--- src/rtl/sram_arbiter.sv ---
// Round-robin two-port arbiter and access sequencer for a 62256 32Kx8 SRAM.
// Each access is SETUP, STROBE_CYCLES of STROBE and HOLD; every SRAM-facing output is registered.
module sram_arbiter #(
  parameter int ADDR_WIDTH    = 15,
  parameter int STROBE_CYCLES = 2
) (
  input  logic                  clk,
  input  logic                  nrst,
  input  logic                  a_req,
  input  logic                  a_we,
  input  logic [ADDR_WIDTH-1:0] a_addr,
  input  logic [7:0]            a_wdata,
  output logic [7:0]            a_rdata,
  output logic                  a_ack,
  input  logic                  b_req,
  input  logic                  b_we,
  input  logic [ADDR_WIDTH-1:0] b_addr,
  input  logic [7:0]            b_wdata,
  output logic [7:0]            b_rdata,
  output logic                  b_ack,
  output logic                  sram_ncs,
  output logic                  sram_nwe,
  output logic                  sram_noe,
  output logic [ADDR_WIDTH-1:0] sram_addr,
  output logic [7:0]            sram_dout,
  output logic                  sram_doe,
  input  logic [7:0]            sram_din
);

  typedef enum logic [1:0] {IDLE, SETUP, STROBE, HOLD} state_e;

  localparam logic [3:0] CNT_LAST = 4'(STROBE_CYCLES - 1);

  state_e                state_q;
  logic [3:0]            cnt_q;
  logic                  last_b_q;
  logic                  gnt_b_q;
  logic                  we_q;
  logic                  ncs_q, nwe_q, noe_q, doe_q;
  logic [ADDR_WIDTH-1:0] addr_q;
  logic [7:0]            dout_q;
  logic [7:0]            a_rdata_q, b_rdata_q;
  logic                  a_ack_q, b_ack_q;

  logic                  gnt_b_d;
  logic                  win_we_d;
  logic [ADDR_WIDTH-1:0] win_addr_d;
  logic [7:0]            win_wdata_d;

  // NOTE: every signal written in always_comb gets a value on every path, so no latch is inferred.
  always_comb begin
    // On a tie the port that was not granted last wins; otherwise the lone requester wins.
    gnt_b_d     = (a_req && b_req) ? ~last_b_q : b_req;
    win_we_d    = gnt_b_d ? b_we    : a_we;
    win_addr_d  = gnt_b_d ? b_addr  : a_addr;
    win_wdata_d = gnt_b_d ? b_wdata : a_wdata;
  end

  // NOTE: sequential state uses non-blocking assignments only, so all registers update from pre-edge values.
  always_ff @(posedge clk or negedge nrst) begin
    if (!nrst) begin
      state_q   <= IDLE;
      cnt_q     <= '0;
      last_b_q  <= 1'b1;
      gnt_b_q   <= 1'b0;
      we_q      <= 1'b0;
      ncs_q     <= 1'b1;
      nwe_q     <= 1'b1;
      noe_q     <= 1'b1;
      doe_q     <= 1'b0;
      addr_q    <= '0;
      dout_q    <= '0;
      a_rdata_q <= '0;
      b_rdata_q <= '0;
      a_ack_q   <= 1'b0;
      b_ack_q   <= 1'b0;
    end else begin
      a_ack_q <= 1'b0;
      b_ack_q <= 1'b0;
      case (state_q)
        IDLE: begin
          if (a_req || b_req) begin
            gnt_b_q  <= gnt_b_d;
            last_b_q <= gnt_b_d;
            we_q     <= win_we_d;
            addr_q   <= win_addr_d;
            if (win_we_d) dout_q <= win_wdata_d;
            doe_q    <= win_we_d;
            state_q  <= SETUP;
          end
        end
        SETUP: begin
          ncs_q   <= 1'b0;
          nwe_q   <= ~we_q;
          noe_q   <= we_q;
          cnt_q   <= CNT_LAST;
          state_q <= STROBE;
        end
        STROBE: begin
          if (cnt_q == 4'd0) begin
            ncs_q <= 1'b1;
            nwe_q <= 1'b1;
            noe_q <= 1'b1;
            // Read data is still driven by the SRAM on this edge since the strobes are registered.
            if (!we_q) begin
              if (gnt_b_q) b_rdata_q <= sram_din;
              else         a_rdata_q <= sram_din;
            end
            a_ack_q <= ~gnt_b_q;
            b_ack_q <= gnt_b_q;
            state_q <= HOLD;
          end else begin
            cnt_q <= cnt_q - 4'd1;
          end
        end
        HOLD: begin
          doe_q   <= 1'b0;
          state_q <= IDLE;
        end
        default: state_q <= IDLE;
      endcase
    end
  end

  assign sram_ncs  = ncs_q;
  assign sram_nwe  = nwe_q;
  assign sram_noe  = noe_q;
  assign sram_doe  = doe_q;
  assign sram_addr = addr_q;
  assign sram_dout = dout_q;
  assign a_rdata   = a_rdata_q;
  assign b_rdata   = b_rdata_q;
  assign a_ack     = a_ack_q;
  assign b_ack     = b_ack_q;

endmodule

--- config.mk ---
export PLATFORM = sky130hd
export DESIGN_NAME = sram_arbiter
export DESIGN_NICKNAME = d
export VERILOG_FILES = /design/src/rtl/sram_arbiter.sv
export SDC_FILE = /design/constraint.sdc
export NUM_CORES = 1
export LEC_CHECK = 0
export CAP_MARGIN = 10
export CORE_AREA = 4 4 78 80
export CTS_BUF_LIST = sky130_fd_sc_hd__clkbuf_2
export DETAILED_ROUTE_END_ITERATION = 7
export DIE_AREA = 0 0 82 84
export HOLD_SLACK_MARGIN = 0.05
export MAX_ROUTING_LAYER = met4
export PLACE_DENSITY_LB_ADDON = 0.12
export SETUP_SLACK_MARGIN = 0.5
export SLEW_MARGIN = 20
export SYNTH_ARGS = -nofsm -noshare
export SYNTH_HDL_FRONTEND = slang
export SYNTH_SLANG_ARGS = --single-unit
--- constraint.sdc ---
create_clock -name clk -period 3 [get_ports clk]
set_input_delay 0.45 -clock clk [delete_from_list [all_inputs] [get_ports clk]]
set_output_delay 0.45 -clock clk [all_outputs]
set_load 0.1 [all_outputs]
# After elaboration in Yosys (flattened, before gate mapping)
# Cells that the tools add are included.
# W data, S select, Z words.
[op_classes]
bitwise_logic = 3
add_sub_neg = 1
n_eq_ne = 6
n_reduce_logical = 14
n_mux = 19
[op_table]
columns = ["cell", "n"]
rows = [
  ["$mux W15", 1],
  ["$reduce_and A2 Y1", 5],
  ["$mux W1", 8],
  ["$mux W8", 1],
  ["$pmux W1 S2", 4],
  ["$pmux W2 S4", 1],
  ["$pmux W4 S2", 1],
  ["$reduce_and A4 Y1", 2],
  ["$ne A2 B2 Y1 const B", 3],
  ["$eq A2 B2 Y1 const B", 2],
  ["$logic_not A4 Y1", 1],
  ["$mux W2", 2],
  ["$mux W4", 1],
  ["$reduce_bool A2 Y1", 2],
  ["$sub A4 B1 Y4 const B", 1],
  ["$not A1 Y1", 3],
  ["$reduce_and A3 Y1", 1],
  ["$eq A2 B1 Y1 const B", 1],
  ["$logic_not A2 Y1", 1],
  ["$logic_and A1 B1 Y1", 1],
  ["$logic_or A1 B1 Y1", 1],
]
[word_totals]
output_inout_bits = 45
regBits = 54
inputBits = 60
wordCells = 58

# Logic depth before layout (Yosys ltp)
# Gate-level depths: netlist of the first run.
[logic_depth]
ltp_word = 5
depth_mapped = 6
ltp_nobuf = 5

# Worst setup path before layout of the first run
# Ideal clock, no wire load.
[synth_path]
path_kind = "flip-flop to flip-flop"
from = "register state_q[0]"
to = "register a_rdata_q[0] (netlist: a_rdata[0])"
required_ns = 2.875
period_less_slack_ns = 1.855
setup_time_ns = 0.125
setup_slack_ns = 1.145
path_stages_with_launch = 6
arrival_time_ns = 1.730
n_path_buf = 0
cell_sequence = "dfrtp_1 -> inv_1 -> ha_1 -> and4bb_4 -> nor3b_4 -> mux2_2"
[synth_via]
elab_chain_cells = 2
[synth_rtl]
columns = ["element", "line", "rtl"]
rows = [
  ["from (decl)", "34", "state_e state_q;"],
  ["from (signal assigned)", "62", "state_q <= IDLE;"],
  ["from (signal assigned)", "89", "state_q <= SETUP;"],
  ["from (signal assigned)", "97", "state_q <= STROBE;"],
  ["$eq A2 B2 Y1", "80", "case (state_q)"],
  ["$reduce_and A4 Y1 (no line)", "--", ""],
  ["to (signal assigned)", "107", "else a_rdata_q <= sram_din;"],
  ["to (decl)", "42", "logic [7:0] a_rdata_q, b_rdata_q;"],
]
# Every way passes these cells.
# A chain may end at the register's enable or synchronous reset.

# Worst setup path after layout of the first run
[layout_path]
from = "register state_q[0]"
to = "register a_rdata_q[1] (netlist: a_rdata[1])"
# Same word-level chain as after synthesis.

==> metrics list, run 1 <==
* Worst Setup Path Type: reg -> reg
- In this run the number of H-tree levels came out at 2.
- TritonCTS created 5 clock buffers.
- Total iterations of the first detailed-routing run: 4
* CTS tree: built
- For this block, the initial DRC count from the detailed router was 48.
- Antenna violations before repair: 0
- Post-CTS repair changed the size of 0 cells.
- met2 is the most crowded layer.
- Counting every sink on the clock net gives 54.
- After layout, the worst path uses 70.9% of the clock period.
- Via total after detailed routing: 1829
- The count of buffers added on input and output ports is 104.
- Wires add up to 5330 um.
- Grt met2 use: 26.5%
- The tightest min-delay check is of the in -> async type.
* Via-to-Cell Ratio: 4.89
- Proportion of netlist area held by the largest area contributor: 50.8%
- Summed over all failing endpoints, the final setup total negative slack is 0 ns.
- CTS placed an instance of sky130_fd_sc_hd__clkbuf_2 at the clock tree root.
- Fraction of layout cells with a size suffix above 1: 32.5%
* Width of the die: 82 um
* Minimum setup slack in the final design: 0.873 ns
- The max-slew violation count is 0.
* Final antenna-violating net count: 0
* Relative slew slack: 53.3%
* Slowest library cell on the worst path: sky130_fd_sc_hd__dfrtp_1
- For this run, design rule violations remaining after detail routing come to 0.
* Biggest area consumer among synthesized cells: sky130_fd_sc_hd__dfrtp_1
* Pin slew with the least headroom to its limit: 0.700 ns
- Based on the critical path, the design can be clocked at up to 470 MHz.
- Syn. warnings: 0
- Prior to clock tree synthesis, the placed netlist has a worst setup slack of 0.585 ns.
- Setup repair after global routing left no endpoint under its margin.
* Min cycle time layout: 2.13 ns
- Top post-synthesis cells by area: sky130_fd_sc_hd__dfrtp_1, sky130_fd_sc_hd__mux2_2, sky130_fd_sc_hd__mux2i_1, sky130_fd_sc_hd__dfstp_2, sky130_fd_sc_hd__ha_1
- Routed length per placed instance: 14.2 um
- GR Layer Usage met1: 20.2%
- Data required, critical path: 3.36 ns
* Worst reg-to-reg path cell count: 5
- Leaving out fill and tap cells, the most frequent cell in the layout is sky130_fd_sc_hd__clkdlybuf4s50_1.
- After synthesis the netlist holds a flip-flop and latch count of 54.
- The final hold violation count came to 0.
* Crit path cell chain: inv_1, ha_1, and4bb_4, nor3b_4, mux2_2
* Total congestion overflow after global routing: 0
- Setup clock skew after layout: 0.0126 ns
* Final Setup Violations: 0
- Data on the critical path arrives at its endpoint at 2.48 ns.
* Number of global-route vias before repair: 1885
- Once the floorplan was initialized, standard cells occupied 45.6% of the core.
- Synthesized area per cell: 12.8 um2
* Critical-path maximum fanout: 8
- Count of nets after finishing: 368
- Maximum number of pins on one net before global-route repair: 34
* Seq/Total Area, Yosys: 55.0%
* Hpwl dp: 4220 um
* Highest-count cells in the layout ignoring fill and taps: sky130_fd_sc_hd__clkdlybuf4s50_1, sky130_fd_sc_hd__dfrtp_1, sky130_fd_sc_hd__buf_4
* Area added between synthesis and finish: 44.5%
- Outcome: complete, no violations
- Area of the mapped netlist: 0.00246 mm2
- Reported max-cap violation count: 0
* Height of the die: 84 um
- For the worst-skew pair, the clock arrives at the later sink with an insertion delay of 0.43 ns.
- Clock-pin slew was measured on the worst setup and hold paths at 0.25 ns.
- Worst path max stage delay: 0.48 ns
* Area of the core region: 0.00541 mm2
- Global routing consumed, on the met3 layer, 5.83% of the routing resources.
- Overall track demand over capacity in global routing: 16.8%
- Worst-case clock buffer depth: 2
* Die ar.: 0.00689 mm2
* Post-synthesis cell count: 192
* Mapped Nets: 259
- The first global-routing pass estimated 8670 um of wire.
- Worst Setup Start Kind: flip-flop
- Gp weighted congestion: 0.743
- In this run the count of I/O pins placed on the die edge is 105.
- Number of distinct library cells after synthesis: 32
- Number of core rows: 27
* Endpoint class of the critical path: flip-flop
- 0 antenna diodes ended up in the layout.
-- worst paths after layout --
kind	slack (ns)	endpoint	from
min in group clk	0.52	sram_addr[13]$_DFFE_PN0P_	sram_addr[13]$_DFFE_PN0P_
max	0.87	a_rdata[1]$_DFFE_PN0P_	state_q[0]$_DFFE_PN0P_
max in group asynchronous	1.71	sram_nwe$_DFFE_PN1P_	nrst
min reg2reg	0.52	sram_addr[13]$_DFFE_PN0P_	sram_addr[13]$_DFFE_PN0P_
min	0.47	cnt_q[3]$_DFFE_PN0P_	nrst
max reg2reg	0.87	a_rdata[1]$_DFFE_PN0P_	state_q[0]$_DFFE_PN0P_
-- metrics by stage --
stage	instance area, um2	cells	util, %	hold WS [ns]
2_1_floorplan	2460	192	-	0.154
3_3_place_gp	3460	365	64.1	0.462
3_5_place_dp	3460	365	64.1	0.452
4_1_cts	3560	374	65.9	0.455
5_1_grt	3560	374	65.9	0.465
6_report	3560	374	65.9	0.470
-- area by class of cell --
cell class / count / area (um2)
Clock buffer: 5 / 25.0
Multi-Input combinational cell: 126 / 1050
Clock inverter: 3 / 63.8
Sequential cell: 54 / 1360
Inverter: 6 / 22.5
Tap cell: 72 / 90.1
Timing Repair Buffer: 108 / 956
Fill cell: 461 / 1840
-- per-layer routing --
layer,up-vias,wire [um]
li1,889,-
met1,867,2150
met2,66,2620
met3,7,472
met4,0,84
met5,-,0
-- synth_stat cells --
| master | count |
|---|---|
| sky130_fd_sc_hd__mux2i_1 | 18 |
| sky130_fd_sc_hd__inv_1 | 6 |
| sky130_fd_sc_hd__o21ai_0 | 17 |
| sky130_fd_sc_hd__and4bb_4 | 1 |
| sky130_fd_sc_hd__nor3b_1 | 1 |
| sky130_fd_sc_hd__dfrtp_1 | 50 |
| sky130_fd_sc_hd__nand3b_1 | 2 |
| sky130_fd_sc_hd__a21o_1 | 2 |
| sky130_fd_sc_hd__a211o_1 | 1 |
| sky130_fd_sc_hd__nor3b_4 | 1 |
| sky130_fd_sc_hd__nand3_1 | 1 |
| sky130_fd_sc_hd__nor2b_1 | 3 |
| sky130_fd_sc_hd__clkbuf_1 | 3 |
| sky130_fd_sc_hd__o32ai_4 | 1 |
| sky130_fd_sc_hd__ha_1 | 7 |
| sky130_fd_sc_hd__or3b_2 | 1 |
| sky130_fd_sc_hd__dfstp_2 | 4 |
| sky130_fd_sc_hd__nand2_1 | 22 |
| sky130_fd_sc_hd__nand2b_1 | 1 |
| sky130_fd_sc_hd__a21oi_1 | 1 |
| sky130_fd_sc_hd__a21bo_1 | 1 |
| sky130_fd_sc_hd__o21ai_1 | 1 |
| sky130_fd_sc_hd__buf_4 | 1 |
| sky130_fd_sc_hd__o32a_1 | 1 |
| sky130_fd_sc_hd__xnor2_1 | 1 |
| sky130_fd_sc_hd__and2_1 | 2 |
| sky130_fd_sc_hd__nor3_1 | 2 |
| sky130_fd_sc_hd__buf_6 | 2 |
| sky130_fd_sc_hd__nor2_1 | 3 |
| sky130_fd_sc_hd__a22o_1 | 1 |
| sky130_fd_sc_hd__a2bb2oi_1 | 1 |
| sky130_fd_sc_hd__mux2_2 | 33 |
-- cells by family (layout without fill, tap and decap cells) --
family / after synthesis / count (layout) / share of synthesized area [%]
flip-flops: 54 / 54 / 55.0
multiplexers: 51 / 51 / 22.4
AND/OR/NAND/NOR: 40 / 40 / 8.63
AO/OA/AOI/OAI: 27 / 27 / 7.46
buffers and inverters: 12 / 122 / 2.59
adder cells (fa/ha/maj): 7 / 7 / 3.55
XOR/XNOR: 1 / 1 / 0.355
-- registers in the layout, summed over array words and instances, names as in the netlist --
name	flops
sram_nwe	1
sram_ncs	1
sram_addr	15
sram_doe	1
cnt_q	4
a_ack	1
sram_dout	8
b_ack	1
b_rdata	8
gnt_b_q	1
a_rdata	8
sram_noe	1
state_q	2
we_q	1
last_b_q	1
-- worst max-delay path, delay by kind of cell (launching register included) --
| kind | cells | cell delay (ns) |
|---|---|---|
| adder cells (fa/ha/maj) | 1 | 0.31 |
| buffers and inverters | 1 | 0.12 |
| flip-flops | 1 | 0.48 |
| multiplexers | 1 | 0.39 |
| AND/OR/NAND/NOR | 2 | 0.74 |
-- timing repair --
item | in CTS | in global routing
hold endpoints to repair | 21 | 0
hold buffers | 1 | 0
buffers inserted | 0 | 0
Power of run 1 is not shown: default switching activity piles up to over one toggle a cycle in this logic, so the estimate is an artifact.
==> inputs of run 2 (changes only) <==
--- a/config.mk
+++ b/config.mk
@@ -6,10 +6,10 @@
 export NUM_CORES = 1
 export LEC_CHECK = 0
 export CAP_MARGIN = 10
-export CORE_AREA = 4 4 78 80
+export CORE_AREA = 4 4 80 82
 export CTS_BUF_LIST = sky130_fd_sc_hd__clkbuf_2
 export DETAILED_ROUTE_END_ITERATION = 7
-export DIE_AREA = 0 0 82 84
+export DIE_AREA = 0 0 84 86
 export HOLD_SLACK_MARGIN = 0.05
 export MAX_ROUTING_LAYER = met4
 export PLACE_DENSITY_LB_ADDON = 0.12
==> constraint.sdc (replaced) <==
create_clock -name clk -period 2.1 [get_ports clk]
set_input_delay 0.315 -clock clk [delete_from_list [all_inputs] [get_ports clk]]
set_output_delay 0.315 -clock clk [all_outputs]
set_load 0.1 [all_outputs]
==> metrics list, run 2 (synthesis results as in run 1) <==
* Total iterations of the first detailed-routing run: 4 (unchanged)
- Clk slew on worst S/H paths: 0.31 ns (+0.06 ns)
* Data required, critical path: 2.51 ns (-0.85 ns)
* Worst reg-to-reg path cell count: 6 (+1)
* First-pass GRT wire length: 10000 um (+16%)
- DR WL met2: 3330 um (+27%)
* Number of core rows: 28 (+3.7%)
- The full die area was 0.00722 mm2 (+4.9%).
- The count of input and output buffers came to 104 (unchanged).
* Clock network latency to the later pin of the worst-skew pair: 0.46 ns (+0.03 ns)
- Iteration-0 DRC count of the detailed router: 43 (-10%)
* Maximum number of pins on one net before global-route repair: 34 (unchanged)
* Overall track demand over capacity in global routing: 17.8% (+0.95 points)
* Final non-filler cell area: 0.00409 mm2 (+15%)
- The worst setup path is launched from a flip-flop.
- Worst Setup Path Type: reg -> reg
- The area of the core is 0.00575 mm2 (+6.3%).
* Antenna Cells: 0 (unchanged)
- Number of H-tree levels: 2 (unchanged)
- Via-to-Cell Ratio: 4.89 (about the same)
- TritonCTS built the clock tree.
- Final Setup Violations: 0 (unchanged)
- Total congestion overflow after global routing: 0 (unchanged)
* Relative slew slack: 62.4% (+9.0 points)
- The horizontal die dimension came to 84 um (+2.4%).
- The DRC violation count after routing is 0 (unchanged).
- Height of the die: 86 um (+2.4%)
* Maximum achievable frequency: 582 MHz (+24%)
- The routed length per instance came to 15.5 um (+8.8%).
- Number of global-route vias before repair: 2111 (+12%)
* Filler cell count in the final layout: 424 (-8.0%)
- Starting density of the core: 42.9% (-2.7 points)
* Root buf cell: sky130_fd_sc_hd__clkbuf_2
- Hold Fails Final Rpt: 0 (unchanged)
* Critical-path maximum fanout: 8 (unchanged)
* Min cycle time layout: 1.72 ns (-0.409 ns)
* Count of pins on the block boundary: 105 (unchanged)
- The fraction of the cycle the final worst path needs was 81.8% (+11 points).
- Pin slew with the least headroom to its limit: 0.565 ns (-0.136 ns)
* Via total after detailed routing: 1989 (+8.7%)
* Routed Wire Length: 6310 um (+18%)
- Setup repair after global routing could not meet its margin everywhere.
- Endpoint class of the critical path: flip-flop
- The number of flip-flops under the largest register name is 15 (unchanged).
* Arrival time of the worst setup path: 2.13 ns (-0.35 ns)
- Hold Path Class: in -> async
- Outcome: complete, no violations
- Placed Area: 0.00354 mm2 (+2.3%)
- Area added between synthesis and finish: 65.8%
* Gp weighted congestion: 0.716 (-3.6%)
- Routed signal wires occupy layers up through met4.
- Leaving out fill and tap cells, the most frequent cell in the layout is sky130_fd_sc_hd__buf_4.
- The multi-input combinational cell area was 0.00123 mm2 (+17%).
- Final setup TNS: 0 ns (unchanged)
- Hpwl dp: 4270 um (+0.99%)
- The worst-case hold slack was 0.309 ns (-0.161 ns).
- Worst-case clock buffer depth: 2 (unchanged)
- The antenna violation net count after detailed routing is 0 (unchanged).
- The flip-flop and latch area is 0.00136 mm2 (unchanged).
- Number of buffers added by the clock tree synthesis step: 5 (unchanged)
- The routed length on met3 came to 410 um (-13%).
- Number of max-slew violations in the final report: 0 (unchanged)
* Setup clock skew after layout: 0.0230 ns (+0.0104 ns)
* Final standard cell utilization of the core: 71.1% (+5.2 points)
* Reported max-cap violation count: 0 (unchanged)
* Routed met1 length: 2480 um (+15%)
- Antenna violations before repair: 0 (unchanged)
- Fraction of layout cells with a size suffix above 1: 43.1% (+11 points)
- Count of nets after finishing: 398 (+8.2%)
- Highest-count cells in the layout ignoring fill and taps: sky130_fd_sc_hd__buf_4, sky130_fd_sc_hd__clkdlybuf4s50_1, sky130_fd_sc_hd__dfrtp_1
* Sinks on the clock net: 54 (unchanged)
[run 2: worst max-delay path, stage by stage (launching register included)]
cell and delay, ns:
sky130_fd_sc_hd__dfrtp_1 0.48, sky130_fd_sc_hd__buf_6 0.12, sky130_fd_sc_hd__ha_4 0.12, sky130_fd_sc_hd__and4bb_4 0.26, sky130_fd_sc_hd__nor3b_4 0.19, sky130_fd_sc_hd__buf_6 0.18
sky130_fd_sc_hd__mux2_4 0.31
[run 2: layer usage]
layer  track usage (%)  vias up
met5                 -        -
met4              5.56        0
met3              4.23       10
met2              30.9       73
met1              20.4      962
li1                  -      944
[run 2: through the flow]
step	cells	worst slack [ns]
global route	407	0.318
finish	407	0.382
CTS	399	0.386
detailed placement	373	0.108
global placement	373	0.136
floorplan	192	0.336
[run 2: cell type report]
cell class / instances / area share [%]
Clock buffer: 5 / 0.612
Clock inverter: 3 / 0.704
Inverter: 6 / 0.551
Multi-Input combinational cell: 126 / 30.0
Sequential cell: 54 / 33.2
Tap cell: 75 / 2.30
Timing Repair Buffer: 138 / 32.6
[run 2: timing repair]
action | 4_1_cts | 5_1_grt
hold buffers | 1 | 0
endpoints found under the hold margin | 21 | 0
resized for setup | 50 | 12
cloned | 1 | 3
setup buffers | 16 | 5
pin swaps | 4 | 1
setup endpoints to repair | 32 | 33
[run 2: worst paths after layout]
check | start | slack, ns | endpoint
worst min-delay path | nrst | 0.31 | a_rdata[6]$_DFFE_PN0P_
max in group asynchronous | nrst | 1.16 | last_b_q$_DFFE_PN1P_
worst min register to register | sram_addr[6]$_DFFE_PN0P_ | 0.52 | sram_addr[6]$_DFFE_PN0P_
worst max-delay path | state_q[1]$_DFFE_PN0P_ | 0.38 | a_rdata[3]$_DFFE_PN0P_
min in group clk | b_addr[3] | 0.42 | sram_addr[3]$_DFFE_PN0P_
worst max register to register | state_q[1]$_DFFE_PN0P_ | 0.38 | a_rdata[3]$_DFFE_PN0P_
Power of run 2 is left out for the same reason.
==> inputs of run 3 (changes only) <==
==> constraint.sdc (replaced) <==
create_clock -name clk -period 1.6 [get_ports clk]
set_input_delay 0.24 -clock clk [delete_from_list [all_inputs] [get_ports clk]]
set_output_delay 0.24 -clock clk [all_outputs]
set_load 0.1 [all_outputs]
==> metrics list, run 3 (synthesis results as in run 1) <==
- Hold Path Class: in -> async
* Number of input and output port buffers inserted: 104 (unchanged)
- Setup repair after global routing could not meet its margin everywhere.
* Starting density of the core: 42.9% (unchanged)
- Final non-filler cell area: 0.00517 mm2 (+27%)
* First-pass GRT wire length: 12100 um (+21%)
* Filler cell count in the final layout: 220 (-48%)
- The horizontal die dimension was 84 um (unchanged).
- Minimum setup slack in the final design: -0.190 ns (-0.572 ns)
* Hpwl dp: 4800 um (+12%)
- The library cell used most frequently in the layout, excluding fill and tap cells, is sky130_fd_sc_hd__clkdlybuf4s50_1.
* Placed Area: 0.00430 mm2 (+21%)
* Data required, critical path: 1.96 ns (-0.55 ns)
- The shortest period the worst path allows came to 1.79 ns (+0.0721 ns).
- The fraction of layout instances using a drive strength above 1 came to 65.1% (+22 points).
- Relative slew slack: 75.0% (+13 points)
* Final standard cell count with taps included and fillers excluded: 439 (+7.9%)
* Reported max-cap violation count: 0 (unchanged)
- Number of core rows: 28 (unchanged)
- The aggregate negative setup slack is -3.35 ns (-3.35 ns).
- The critical path in this run is classified as reg -> reg.
- Count of unresolved DRC violations after routing: 0 (unchanged)
- The initial antenna violation count came to 0 (unchanged).
* Violations in the final reports: setup timing
* Root buf cell: sky130_fd_sc_hd__clkbuf_2
- Post-Place Cells: 392 (+5.1%)
* Number of flip-flops under the largest register name: 15 (unchanged)
* Number of max-slew violations in the final report: 0 (unchanged)
- The full die area is 0.00722 mm2 (unchanged).
* Final antenna-violating net count: 0 (unchanged)
- The sink count of the clock tree is 54 (unchanged).
- Final cycle utilization of the critical path: 112% (+30 points)
- Worst-case clock buffer depth: 2 (unchanged)
- TritonCTS built the clock tree.
- From synthesis to final layout, the design area changed by 110%.
- Overall track demand over capacity in global routing: 21.7% (+3.9 points)
- The maximum frequency from static timing analysis was 559 MHz (-4.0%).
* Height of the die: 86 um (unchanged)
* Total iterations of the first detailed-routing run: 4 (unchanged)
* Arrival time of the worst setup path: 2.15 ns (+0.02 ns)
- Clk slew on worst S/H paths: 0.28 ns (-0.03 ns)
* Critical-path maximum fanout: 5 (-3)
- Final Setup Violations: 26 (+26)
- Antenna Cells: 0 (unchanged)
- The detailed-route vias per instance is 5.10 (+4.4%).
* Place WS: -0.256 ns (-0.364 ns)
- Outcome: finished, violations left
- Area of the core region: 0.00575 mm2 (unchanged)
* Number of H-tree levels: 2 (unchanged)
- The total detailed-routing wirelength came to 8900 um (+41%).
* Highest-count cells in the layout ignoring fill and taps: sky130_fd_sc_hd__clkdlybuf4s50_1, sky130_fd_sc_hd__buf_12, sky130_fd_sc_hd__buf_4
- The number of top-level pins is 105 (unchanged).
- Total congestion overflow after global routing: 0 (unchanged)
- Pin slew with the least headroom to its limit: 0.373 ns (-0.192 ns)
- Iteration-0 DRC count of the detailed router: 82 (+91%)
- The clock network latency to the later pin of the worst-skew pair was 0.44 ns (-0.02 ns).
* Routed length per placed instance: 20.3 um (+31%)
- Endpoint class of the critical path: flip-flop
- Via total after detailed routing: 2239 (+13%)
* Setup clock skew after layout: 0.0105 ns (-0.0126 ns)
* Maximum number of pins on one net before global-route repair: 55 (+62%)
- Number of global-route vias before repair: 2461 (+17%)
- The final hold violation count came to 0 (unchanged).
* Worst Setup Start Kind: flip-flop
- Count of nets after finishing: 430 (+8.0%)
- The routability congestion estimate from global placement came to 0.761 (+6.3%).
- Number of buffers added by the clock tree synthesis step: 5 (unchanged)
[run 3: changes by cell type in the layout (fill, tap and decap cells not counted), moves of 8 or more]
cell / delta
sky130_fd_sc_hd__buf_6: +10
sky130_fd_sc_hd__dfrtp_1: -27
sky130_fd_sc_hd__dfrtp_2: +27
sky130_fd_sc_hd__o21ai_2: +15
sky130_fd_sc_hd__o21ai_0: -17
sky130_fd_sc_hd__buf_4: -26
sky130_fd_sc_hd__nand2_1: -10
sky130_fd_sc_hd__nand2_4: +8
sky130_fd_sc_hd__buf_12: +47
[run 3: path summary, 6_finish.rpt]
kind / startpoint / endpoint / slack [ns] / depth (start not counted)
max: state_q[0]$_DFFE_PN0P_ / a_rdata[5]$_DFFE_PN0P_ / -0.19 / 6
min: nrst / cnt_q[0]$_DFFE_PN0P_ / 0.27 / 3
max reg2reg: state_q[0]$_DFFE_PN0P_ / a_rdata[5]$_DFFE_PN0P_ / -0.19 / 6
min reg2reg: sram_addr[4]$_DFFE_PN0P_ / sram_addr[4]$_DFFE_PN0P_ / 0.57 / 2
max in group asynchronous: nrst / last_b_q$_DFFE_PN1P_ / 1.03 / 3
min in group clk: a_addr[0] / sram_addr[0]$_DFFE_PN0P_ / 0.38 / 3
[run 3: metal layers]
layer	GRT usage [%]	vias to the layer above	routed length [um]
met2	38.6	96	4880
met3	4.13	22	401
met5	-	-	0
li1	-	1013	-
met4	7.16	0	293
met1	24.8	1108	3320
[run 3: timing repair]
item	CTS	global route
setup buffers	17	18
endpoints found under the hold margin	54	0
gates cloned	3	0
pin swaps	24	14
hold buffers	1	0
gates resized for setup	83	35
endpoints found under the setup margin	99	99
[run 3: metrics by stage]
step                hold slack [ns]  utilization, %
finish                        0.273            90.0
floorplan                   -0.0556               -
detailed placement            0.259            74.9
global route                  0.261            90.0
CTS                           0.278            85.4
global placement              0.255            74.9
[run 3: area by class of cell]
type | instances | area (um2) | share of cell area, %
multi-input cells | 126 | 1390 | 26.8
repair buffers | 170 | 2210 | 42.8
flip-flops and latches | 54 | 1390 | 26.9
clock inverters | 3 | 45.0 | 0.871
inverters | 6 | 22.5 | 0.435
clock buffers | 5 | 25.0 | 0.484
well taps | 75 | 93.8 | 1.81
[run 3: critical path, stage by stage (launching register included)]
cell and delay [ns]:
sky130_fd_sc_hd__dfrtp_1 0.47, sky130_fd_sc_hd__inv_2 0.12, sky130_fd_sc_hd__ha_4 0.15, sky130_fd_sc_hd__and4bb_4 0.25, sky130_fd_sc_hd__nor3b_4 0.24, sky130_fd_sc_hd__buf_6 0.18
sky130_fd_sc_hd__mux2_4 0.31
Power of run 3 is left out for the same reason.
